$ cat src/rtl/cpu_pkg.sv
// Shared opcodes, state encoding, ALU codes and the
// datapath strobe bundle for the single-bus CPU.
package cpu_pkg;

  localparam logic [4:0] OP_LD   = 5'b00000;
  localparam logic [4:0] OP_LDI  = 5'b00001;
  localparam logic [4:0] OP_ST   = 5'b00010;
  localparam logic [4:0] OP_ADD  = 5'b00011;
  localparam logic [4:0] OP_SUB  = 5'b00100;
  localparam logic [4:0] OP_AND  = 5'b00101;
  localparam logic [4:0] OP_OR   = 5'b00110;
  localparam logic [4:0] OP_ADDI = 5'b01100;
  localparam logic [4:0] OP_ANDI = 5'b01101;
  localparam logic [4:0] OP_ORI  = 5'b01110;
  localparam logic [4:0] OP_BR   = 5'b10010;
  localparam logic [4:0] OP_JR   = 5'b10100;
  localparam logic [4:0] OP_NOP  = 5'b11010;
  localparam logic [4:0] OP_HALT = 5'b11011;

  localparam logic [4:0] ALU_ADD = 5'b00011;
  localparam logic [4:0] ALU_SUB = 5'b00100;
  localparam logic [4:0] ALU_AND = 5'b00101;
  localparam logic [4:0] ALU_OR  = 5'b00110;

  typedef enum logic [3:0] {
    S_RESET = 4'd0,
    T0      = 4'd1,
    T1      = 4'd2,
    T2      = 4'd3,
    T3      = 4'd4,
    T4      = 4'd5,
    T5      = 4'd6,
    T6      = 4'd7,
    T7      = 4'd8,
    S_HALT  = 4'd9
  } state_t;

  typedef struct packed {
    logic pc_out;
    logic mar_in;
    logic mdr_in;
    logic mdr_out;
    logic ir_in;
    logic y_in;
    logic z_in;
    logic zlo_out;
    logic pc_in;
    logic inc_pc;
    logic read;
    logic write;
    logic gra;
    logic grb;
    logic grc;
    logic r_in;
    logic r_out;
    logic ba_out;
    logic c_out;
    logic con_in;
  } strobes_t;

  function automatic logic is_mem(input logic [4:0] op);
    return op == OP_LD || op == OP_LDI || op == OP_ST;
  endfunction

  function automatic logic is_rr(input logic [4:0] op);
    return op == OP_ADD || op == OP_SUB ||
           op == OP_AND || op == OP_OR;
  endfunction

  function automatic logic is_ri(input logic [4:0] op);
    return op == OP_ADDI || op == OP_ANDI || op == OP_ORI;
  endfunction

  function automatic logic [4:0] ri_alu(input logic [4:0] op);
    unique case (op)
      OP_ANDI: return ALU_AND;
      OP_ORI:  return ALU_OR;
      default: return ALU_ADD;
    endcase
  endfunction

endpackage

$ cat src/rtl/control_decode.sv
// Moore output decode: {state, opcode, CON} to datapath
// strobes and ALU function.
import cpu_pkg::*;

module control_decode (
  input  state_t     state,
  input  logic [4:0] opcode,
  input  logic       con,
  output strobes_t   strobes,
  output logic [4:0] alu_op
);

  always_comb begin
    strobes = '0;
    alu_op  = '0;
    unique case (state)
      T0: begin
        strobes.pc_out = 1'b1;
        strobes.mar_in = 1'b1;
      end
      T1: begin
        strobes.read   = 1'b1;
        strobes.mdr_in = 1'b1;
        strobes.pc_in  = 1'b1;
        strobes.inc_pc = 1'b1;
      end
      T2: begin
        strobes.mdr_out = 1'b1;
        strobes.ir_in   = 1'b1;
      end
      T3: begin
        if (is_mem(opcode)) begin
          strobes.grb    = 1'b1;
          strobes.ba_out = 1'b1;
          strobes.y_in   = 1'b1;
        end else if (is_rr(opcode) || is_ri(opcode)) begin
          strobes.grb   = 1'b1;
          strobes.r_out = 1'b1;
          strobes.y_in  = 1'b1;
        end else if (opcode == OP_BR) begin
          strobes.gra    = 1'b1;
          strobes.r_out  = 1'b1;
          strobes.con_in = 1'b1;
        end else if (opcode == OP_JR) begin
          strobes.gra   = 1'b1;
          strobes.r_out = 1'b1;
          strobes.pc_in = 1'b1;
        end
      end
      T4: begin
        if (is_mem(opcode)) begin
          strobes.c_out = 1'b1;
          strobes.z_in  = 1'b1;
          alu_op        = ALU_ADD;
        end else if (is_rr(opcode)) begin
          strobes.grc   = 1'b1;
          strobes.r_out = 1'b1;
          strobes.z_in  = 1'b1;
          alu_op        = opcode;
        end else if (is_ri(opcode)) begin
          strobes.c_out = 1'b1;
          strobes.z_in  = 1'b1;
          alu_op        = ri_alu(opcode);
        end else if (opcode == OP_BR) begin
          strobes.pc_out = 1'b1;
          strobes.y_in   = 1'b1;
        end
      end
      T5: begin
        if (opcode == OP_LD || opcode == OP_ST) begin
          strobes.zlo_out = 1'b1;
          strobes.mar_in  = 1'b1;
        end else if (opcode == OP_LDI || is_rr(opcode) ||
                     is_ri(opcode)) begin
          strobes.zlo_out = 1'b1;
          strobes.gra     = 1'b1;
          strobes.r_in    = 1'b1;
        end else if (opcode == OP_BR) begin
          strobes.c_out = 1'b1;
          strobes.z_in  = 1'b1;
          alu_op        = ALU_ADD;
        end
      end
      T6: begin
        if (opcode == OP_LD) begin
          strobes.read   = 1'b1;
          strobes.mdr_in = 1'b1;
        end else if (opcode == OP_ST) begin
          strobes.gra    = 1'b1;
          strobes.r_out  = 1'b1;
          strobes.mdr_in = 1'b1;
        end else if (opcode == OP_BR) begin
          strobes.zlo_out = 1'b1;
          strobes.pc_in   = con;
        end
      end
      T7: begin
        if (opcode == OP_LD) begin
          strobes.mdr_out = 1'b1;
          strobes.gra     = 1'b1;
          strobes.r_in    = 1'b1;
        end else if (opcode == OP_ST) begin
          strobes.write = 1'b1;
        end
      end
      default: ;
    endcase
  end

endmodule

$ cat src/rtl/control_sequencer.sv
// Hardwired Moore sequencer: state register, next-state
// logic and the datapath control port.
import cpu_pkg::*;

module control_sequencer (
  input  logic        Clock,
  input  logic        Reset,
  input  logic [31:0] IR,
  input  logic        CON,
  output logic        PCout,
  output logic        MARin,
  output logic        MDRin,
  output logic        MDRout,
  output logic        IRin,
  output logic        Yin,
  output logic        Zin,
  output logic        ZLOout,
  output logic        PCin,
  output logic        IncPC,
  output logic        Read,
  output logic        write,
  output logic        Gra,
  output logic        Grb,
  output logic        Grc,
  output logic        Rin,
  output logic        Rout,
  output logic        BAout,
  output logic        Cout,
  output logic        CONin,
  output logic [4:0]  AluOp,
  output logic        Run,
  output logic        HIin,
  output logic        LOin,
  output logic        HIout,
  output logic        LOout,
  output logic        ZHIout,
  output logic        INPORTout,
  output logic        OUTPORTin,
  output logic        OUTPORTout,
  output logic        Yout
);

  state_t     state;
  state_t     state_d;
  strobes_t   strobes;
  logic [4:0] opcode;
  logic       unused_ir;

  assign opcode    = IR[31:27];
  assign unused_ir = ^IR[26:0];

  always_ff @(posedge Clock) begin
    if (Reset) state <= S_RESET;
    else       state <= state_d;
  end

  always_comb begin
    state_d = state;
    unique case (state)
      S_RESET: state_d = T0;
      T0:      state_d = T1;
      T1:      state_d = T2;
      T2:      state_d = T3;
      T3: begin
        if (opcode == OP_HALT)
          state_d = S_HALT;
        else if (is_mem(opcode) || is_rr(opcode) ||
                 is_ri(opcode) || opcode == OP_BR)
          state_d = T4;
        else
          state_d = T0;
      end
      T4:      state_d = T5;
      T5: begin
        if (opcode == OP_LD || opcode == OP_ST ||
            opcode == OP_BR)
          state_d = T6;
        else
          state_d = T0;
      end
      T6: begin
        if (opcode == OP_LD || opcode == OP_ST)
          state_d = T7;
        else
          state_d = T0;
      end
      T7:      state_d = T0;
      S_HALT:  state_d = S_HALT;
      default: state_d = S_RESET;
    endcase
  end

  control_decode u_decode (
    .state   (state),
    .opcode  (opcode),
    .con     (CON),
    .strobes (strobes),
    .alu_op  (AluOp)
  );

  assign PCout  = strobes.pc_out;
  assign MARin  = strobes.mar_in;
  assign MDRin  = strobes.mdr_in;
  assign MDRout = strobes.mdr_out;
  assign IRin   = strobes.ir_in;
  assign Yin    = strobes.y_in;
  assign Zin    = strobes.z_in;
  assign ZLOout = strobes.zlo_out;
  assign PCin   = strobes.pc_in;
  assign IncPC  = strobes.inc_pc;
  assign Read   = strobes.read;
  assign write  = strobes.write;
  assign Gra    = strobes.gra;
  assign Grb    = strobes.grb;
  assign Grc    = strobes.grc;
  assign Rin    = strobes.r_in;
  assign Rout   = strobes.r_out;
  assign BAout  = strobes.ba_out;
  assign Cout   = strobes.c_out;
  assign CONin  = strobes.con_in;

  assign Run = (state != S_RESET) && (state != S_HALT);

  assign HIin       = 1'b0;
  assign LOin       = 1'b0;
  assign HIout      = 1'b0;
  assign LOout      = 1'b0;
  assign ZHIout     = 1'b0;
  assign INPORTout  = 1'b0;
  assign OUTPORTin  = 1'b0;
  assign OUTPORTout = 1'b0;
  assign Yout       = 1'b0;

endmodule

$ cat config.mk
export PLATFORM = sky130hd
export DESIGN_NAME = control_sequencer
export DESIGN_NICKNAME = d
export VERILOG_FILES = /design/src/rtl/cpu_pkg.sv /design/src/rtl/control_decode.sv /design/src/rtl/control_sequencer.sv
export SDC_FILE = /design/constraint.sdc
export NUM_CORES = 1
export LEC_CHECK = 0
export CORE_ASPECT_RATIO = 1.5
export CORE_UTILIZATION = 36
export DETAILED_ROUTE_END_ITERATION = 12
export GPL_TIMING_DRIVEN = 1
export PLACE_DENSITY = 0.89
export SLEW_MARGIN = 10
export SYNTH_ARGS = -nofsm -noshare
export SYNTH_HDL_FRONTEND = slang
export SYNTH_HIERARCHICAL = 1
export SYNTH_SLANG_ARGS = --single-unit
export TNS_END_PERCENT = 100
$ cat constraint.sdc
create_clock -name Clock -period 4.5 [get_ports Clock]
set_input_delay 0.675 -clock Clock [delete_from_list [all_inputs] [get_ports Clock]]
set_output_delay 0.675 -clock Clock [all_outputs]
set_load 0.02 [all_outputs]
==> metrics.txt <==
status=completed; Hold Vio Cnt, Final=0; maxcap violations=0; hold_buf cts=0; via count=1053; Initial Util=39.0%; CORE AREA=2290 um2; Synth cell types=48; PnR worst setup slack=729 ps; area growth from synthesis to layout=31.3%; clk root buf=clkbuf_4; Iteration-0 DRC Markers=39; commonest non-fill, non-tap cells in the layout=clkdlybuf4s50_1 (31), nor2_1 (16), conb_1 (11); Final Net Count=193; min-delay src=state[3]; Synth Instances=130; Antenna Violating Nets Remaining=0; Peak Freq=265 MHz; gr usage total=18.1%; HPWL after DPL=1750 um; internal reg-to-reg setup slack=3000 ps; RR Endpoint=state[2]; Cell Rows=21; R2R Path Start=state[1]; TritonRoute pass-1 iters=4; Design Area, Final=1170 um2; clk sinks=4; HP Class=reg2reg; clk_skew=0.937 ps; TNS Setup=0 ps; Final setup viols=0; share of layout cells above drive strength 1=7.69%; Tightest Pin Transition=586 ps; DRC violations left=0; Crit. End Element=output port; vias per std cell=5.88; diodes inserted=0; crit start category=input port; RSZ-0062 raised after global routing=false; Synth async-reset ratio=0%; worst skew pair latency=230 ps; gpl congestion=0.859; max FFs per register=4; Slew HR=60.9%; post-CTS sizing=0; vias in the first global route=910; post-route clock period utilization=83.8%; syn_area_per_cell=6.85 um2; CTS buffer count=3; pre-CTS setup slack=745 ps; antenna violations before repair=0; Crit Path Class=in2out; largest fanout on the critical path=16; Final Max Tran Viols=0; Leakage=0.434 nW; Synth Cell Area=891 um2; final core utilization=51.2%; synthesized flop and latch total=4; most common cell after layout, fill and taps aside=clkdlybuf4s50_1; Top reg by flops=state; fin crit period=3770 ps; biggest regs=state (4); largest net degree at the start of global routing=20; pwr dens=142 nW/um2; die span in x=42.6 um; # H-tree levels=1; Fillers=231; Ports=70; post-DR wirelength/cell=13.4 um; CTS tree=built; synth warn=6; cells on worst reg2reg path=3; EDFF count, synth=0; register area share after synthesis=8.99%; die height=62.9 um; full die area=2680 um2; Hold Path Depth=2; clock slew at reported path FFs=40 ps; Post-CTS Setup Repair Bufs=0; worst path arrival time=3100 ps; VDD IR max=0.124 mV; clock buffer depth=2; hold worst-path end=state[1]; total global routing overflow=0; Placed Area=1150 um2; PortBufs=31; Primary FF master, synth=dfxtp_1; routed wire length=2400 um; worst path required time=3830 ps; first-pass GRT wire length=4020 um
## critical path: stages
cell and delay [ps]:
clkdlybuf4s50_1 670, or4_4 620, nor3_1 230, a41o_1 170
a311o_1 130, clkdlybuf4s50_1 600
## logic make-up (layout without fill, tap and decap cells)
family | after synthesis | in the layout | share of synthesized area (%)
AOI/OAI and AO/OA | 26 | 26 | 20.5
muxes | 1 | 1 | 1.12
other | 2 | 11 | 0.843
buffers and inverters | 19 | 36 | 14.3
DFF | 4 | 4 | 8.99
and+or+nand+nor | 74 | 74 | 50.3
xor gates and xnor gates | 4 | 4 | 3.93
## layer usage
| layer | vias to the layer above | global-route usage [%] | wire, um |
|---|---|---|---|
| met4 | 0 | 5.08 | 13 |
| met1 | 478 | 23.0 | 927 |
| met3 | 2 | 2.31 | 181 |
| met2 | 68 | 31.2 | 1270 |
| li1 | 505 | - | - |
| met5 | - | 0 | 0 |
## synth_stat cells, types with 4 or more instances
library cell  number  area [um2]
a21oi_1            5        25.0
buf_2              6        30.0
buf_4             11        82.6
dfxtp_1            4        80.1
nand2_1            9        33.8
nand2b_1           9        56.3
nand3_1            4        20.0
nor2_1            16        60.1
nor2b_1            4        25.0
nor3_1             6        30.0
nor3b_1            4        30.0
o21ai_0            4        20.0
xor2_1             4        35.0
## final cells by class
| type | instances | area, um2 | share of cell area (%) |
|---|---|---|---|
| clock buffer | 3 | 22.5 | 1.93 |
| inverter | 1 | 3.75 | 0.321 |
| multi-input combinational | 116 | 717 | 61.3 |
| sequential | 4 | 80.1 | 6.84 |
| tap | 23 | 28.8 | 2.46 |
| timing repair buffer | 32 | 318 | 27.2 |
## how the worst max path moves through the flow
stage	cells past startpoint	slack, ps	to	start
4_1_cts	6	740	Gra	IR[29]
2_1_floorplan	5	1840	Gra	IR[30]
3_5_place_dp	6	740	Gra	IR[30]
6_report	6	730	Gra	IR[29]
5_1_grt	6	560	Gra	IR[30]
3_3_place_gp	6	780	Gra	IR[30]
## per-stage QoR
step	total power, mW	hold slack, ps	cells
2_1_floorplan	0.101	597	139
3_3_place_gp	0.118	738	176
3_5_place_dp	0.120	767	176
4_1_cts	0.166	772	179
5_1_grt	0.178	860	179
6_report	0.166	792	179
## power by group
| part | leakage (nW) | internal [mW] | switching, mW | total [mW] |
|---|---|---|---|---|
| Sequential | 0.0328 | 0.0372 | 0.00702 | 0.0442 |
| Combinational | 0.387 | 0.0315 | 0.0456 | 0.0771 |
| Clock | 0.0138 | 0.0299 | 0.0151 | 0.0450 |
| Total | 0.434 | 0.0986 | 0.0677 | 0.166 |
Power figures use the tool's default switching activity.
==> patch 1 (same flow settings) <==
Put a register stage on the output `Yin`, cleared by the reset. The value now appears one clock later. The other outputs are not delayed to match.
--- a/src/rtl/control_sequencer.sv
+++ b/src/rtl/control_sequencer.sv
@@ -105,3 +105,9 @@
   assign IRin   = strobes.ir_in;
-  assign Yin    = strobes.y_in;
+  always_ff @(posedge Clock) begin
+    if (Reset) begin
+      Yin <= '0;
+    end else begin
+      Yin <= strobes.y_in;
+    end
+  end
   assign Zin    = strobes.z_in;
Function: changed (Yosys sat finds a counterexample within 10 cycles, from zero or initial values and one cycle with Reset high).
==> patch 1 against the unedited design <==
  * Global-route usage down 0.76 points
  * Worst hold slack gained 47 ps
  * Largest cell class unchanged
  * Routed wire length up 14%
  * Sequential cell count grew 1
  * Area after synthesis is 20% higher
  * Design area increased by 17%
  * Total power grew 37%
  * Utilization decreased by 0.93 points
  * Non-clock buffer count rose by 3
  * Worst setup slack got worse by 81 ps
==> patch 1: results (changes against the unedited design) <==
GPL Wtd Cong 0.904 (+5.2%); Core Rows 23 (+9.5%); minimum clock period 3850 ps (+81.2 ps); cells after synthesis 146 (+12%); Yosys cell types 55 (+15%); clock sinks 5 (+1); Max FO, Critical Path 10 (-6); Fillers 265 (+15%); Synth area leaders dfxtp_1 (9.3%), buf_4 (9.1%), nor2_1 (4.2%); met2 GRT Util 0.321 (+0.00964); GRT Total Usage 0.173 (-0.00757); DR vias 1140 (+8.3%); placed insts 203 (+15%); Fin Clk Skew 0.541 ps (-0.396 ps); nets 206 (+6.7%); clock network area share 0.0328 (+0.0135); inverters 2 (+1); layout cells sized above 1 0.141 (+0.0643); met1 GRT Util 0.202 (-0.0280); # clk buffers 4 (+1); FF/Latch Area 100 um^2 (+25%); status completed; biggest regs state x4, Yin x1; Routed WL 2.73 mm (+14%); Non-clk bufs 35 (+9.4%); Seq/Total Area, Yosys 0.0935 (+0.00357); multi-input combinational area share 0.607 (-0.00537); largest net degree at the start of global routing 25 (+25%); Slew @ Worst Pin 770 ps (+184 ps); vias in the first global route 944 (+3.7%)
## patch 1: changes by cell type after synthesis, moves of 3 or more
cell,unedited run,this run
nor3b_1,4,0
nor2_1,16,12
nand2b_4,0,3
nor4_1,2,7
a211oi_1,1,4
xor2_1,4,1
nand2b_1,9,6
## patch 1: cells by family (layout without fill, tap and decap cells)
kind of cell / Yosys count / in the layout / share of synthesized area
other cells: 2 / 11 / 0.00701
xor+xnor: 3 / 3 / 0.0245
compound gates: 34 / 34 / 0.255
buf+inv: 26 / 41 / 0.159
flops: 5 / 5 / 0.0935
simple gates: 76 / 76 / 0.461
## patch 1: power by group through the flow
| stage | Combinational (mW) | Sequential (mW) | Clock, mW |
|---|---|---|---|
| 4_1_cts | 0.0884 | 0.0563 | 0.0841 |
| 2_1_floorplan | 0.0727 | 0.0502 | 0 |
| 5_1_grt | 0.0970 | 0.0573 | 0.0865 |
| 3_3_place_gp | 0.0870 | 0.0567 | 0 |
| 3_5_place_dp | 0.0881 | 0.0569 | 0 |
| 6_report | 0.0888 | 0.0567 | 0.0820 |
## patch 1: path summary, 6_finish.rpt
path         slack [ps]     start  cells past startpoint  endpoint
max                 650    IR[30]                      7      Rout
min                 840  state[3]                      2  state[0]
max reg2reg        2620  state[0]                      5       Yin
min reg2reg         840  state[3]                      2  state[0]
## patch 1: per-layer routing
layer | share of wire | wire length (um) | vias up
met5 | 0 | 0 | -
li1 | - | - | 566
met3 | 0.038 | 104 | 3
met1 | 0.40 | 1100 | 536
met2 | 0.55 | 1490 | 35
met4 | 0.011 | 31 | 0
## patch 1: tightest hold or removal path, delay by kind of cell, from the launching register on
family	cells	cell delay [ps]
compound gates	1	80
flops	1	500
simple gates	1	190
==> patch 2 (same settings) <==
Made on the original files. The 10 states of `state_t` get a Gray code encoding in 4 bits.
--- a/src/rtl/cpu_pkg.sv
+++ b/src/rtl/cpu_pkg.sv
@@ -25,12 +25,12 @@
   typedef enum logic [3:0] {
-    S_RESET = 4'd0,
-    T0      = 4'd1,
-    T1      = 4'd2,
-    T2      = 4'd3,
-    T3      = 4'd4,
-    T4      = 4'd5,
-    T5      = 4'd6,
-    T6      = 4'd7,
-    T7      = 4'd8,
-    S_HALT  = 4'd9
+    S_RESET = 4'b0000,
+    T0      = 4'b0001,
+    T1      = 4'b0011,
+    T2      = 4'b0010,
+    T3      = 4'b0110,
+    T4      = 4'b0111,
+    T5      = 4'b0101,
+    T6      = 4'b0100,
+    T7      = 4'b1100,
+    S_HALT  = 4'b1101
   } state_t;
Check against the original RTL: same outputs for any inputs over 10 cycles, from zero or initial values and one cycle with Reset high; not proved beyond that.
==> patch 2 against the unedited design <==
  * Area after synthesis grew 5.9%
  * Sequential share of layout area fell by 0.31 points
  * Worst hold slack worse by 30 ps
  * Design area is 4.8% higher
  * Routed wire length up 1.2%
  * Total power is 18% higher
  * Via count is 2.5% higher
  * Non-clock buffer count is 4 higher
  * The flow now finishes with violations (DRC)
  * Global-route usage decreased by 0.38 points
  * Worst setup slack lost 150 ps
  * Sequential cell count unchanged
  * Largest cell class unchanged
==> patch 2: results (changes against the unedited design) <==
Fin Clk Skew 0.450 ps (-0.487 ps); largest net degree at the start of global routing 24 (+20%); Critical Path AT 3250 ps (+150 ps); ys async rst share 0 (unchanged); Peak supply drop 0.0963 mV (-22%); initial DRC count 47 (+21%); Max FO, Critical Path 16 (unchanged); HP Start state[2]; R2R depth 3 (unchanged); hold path depth 2 (unchanged); vias in the first global route 901 (-0.99%); failing checks DRC; drt pass-1 iters 8 (+4); reg2reg setup slack 2840 ps (-160 ps); Critical R2R Capture state[2]; nets 203 (+5.2%); DR DRC count 4 (+4); Fillers 260 (+13%); Buffers on Ports 31 (unchanged); DP HPWL 1.78 mm (+1.7%); status complete, but fails checks; initial antenna violation count 0 (unchanged); Leak Pwr 0.456 nW (+5.2%); Seq/Total Area, Yosys 0.0849 (-0.00501); Yosys warning count 6 (unchanged); Worst Hold End state[3]; reg2reg start state[0]; first-pass GRT wire length 3.95 mm (-1.7%); Commonest cells post-synth nor2_1 (15), buf_4 (12), nor3_1 (10), nand3_1 (7); layout cells sized above 1 0.127 (+0.0496); Rel. slew slack 0.496 (-0.112); Root Driver clkbuf_4; GPL Wtd Cong 0.860 (about the same); GRT Total Usage 0.177 (-0.00383); DR vias 1079 (+2.5%); Yosys cell types 53 (+10%); WL per Instance 12.8 um (-4.7%); final setup violation count 0 (unchanged); Synth area leaders buf_4 (9.5%), dfxtp_1 (8.5%), nor2_1 (6.0%)
-- patch 2: changes by cell type in the layout (fill, tap and decap cells not counted), sizes merged, moves of 3 or more --
cell    before  now
a21oi        5    2
nand3        4    7
xor2         4    1
nor3b        5    1
nand2b       9    5
buf          1    5
nand2        9    5
nor3         6   10
or3          1    4
inv          1    5
-- patch 2: worst max path at each step --
| stage | startpoint | to | slack (ps) | depth (start not counted) |
|---|---|---|---|---|
| 2_1_floorplan | IR[31] | Read | 1520 | 5 |
| 3_3_place_gp | IR[27] | Read | 580 | 6 |
| 3_5_place_dp | IR[27] | Read | 580 | 6 |
| 4_1_cts | IR[27] | Read | 580 | 6 |
| 5_1_grt | IR[27] | Read | 470 | 6 |
| 6_report | IR[27] | Read | 570 | 6 |
-- patch 2: kinds of logic (layout without fill, tap and decap cells) --
logic type / Yosys count / after routing / share of synthesized area
buf+inv: 27 / 44 / 0.180
simple gates: 72 / 72 / 0.430
compound gates: 29 / 29 / 0.237
other cells: 2 / 11 / 0.00796
mux: 2 / 2 / 0.0212
flops: 4 / 4 / 0.0849
xor+xnor: 3 / 3 / 0.0279
fa+ha+maj: 1 / 1 / 0.0106
-- patch 2: cell type report --
cell class,instances,area [um^2],share of cell area
inverters,5,18.8,0.0153
well taps,24,30.0,0.0245
multi-input cells,118,727,0.593
flip-flops and latches,4,80.1,0.0653
repair buffers,36,348,0.284
clock buffers,3,22.5,0.0184
-- patch 2: through the flow --
| step | worst slack (ps) | cell area [um^2] | utilization | instances | hold WS (ps) |
|---|---|---|---|---|---|
| 6_report | 574 | 1230 | 0.495 | 190 | 761 |
| 5_1_grt | 469 | 1230 | 0.495 | 190 | 814 |
| 4_1_cts | 580 | 1230 | 0.495 | 190 | 766 |
| 3_5_place_dp | 579 | 1200 | 0.486 | 187 | 754 |
| 3_3_place_gp | 577 | 1200 | 0.486 | 187 | 731 |
| 2_1_floorplan | 1520 | 977 | - | 149 | 629 |
-- patch 2: worst max-delay path: stages --
cell	delay, ps
clkdlybuf4s50_1	650
or4_4	640
or3_1	370
a21oi_2	160
a21boi_2	160
clkdlybuf4s50_1	600
-- patch 2: power by group --
| group | internal, mW | switching (mW) |
|---|---|---|
| Sequential | 0.0382 | 0.0137 |
| Combinational | 0.0437 | 0.0520 |
| Clock | 0.0301 | 0.0186 |
-- patch 2: layer usage --
metal / up-vias / track usage / part of all wire
met3: 4 / 0.0167 / 0.053
met5: - / 0 / 0
met4: 0 / 0.0742 / 0.013
met2: 45 / 0.289 / 0.51
met1: 488 / 0.230 / 0.42
li1: 542 / - / -
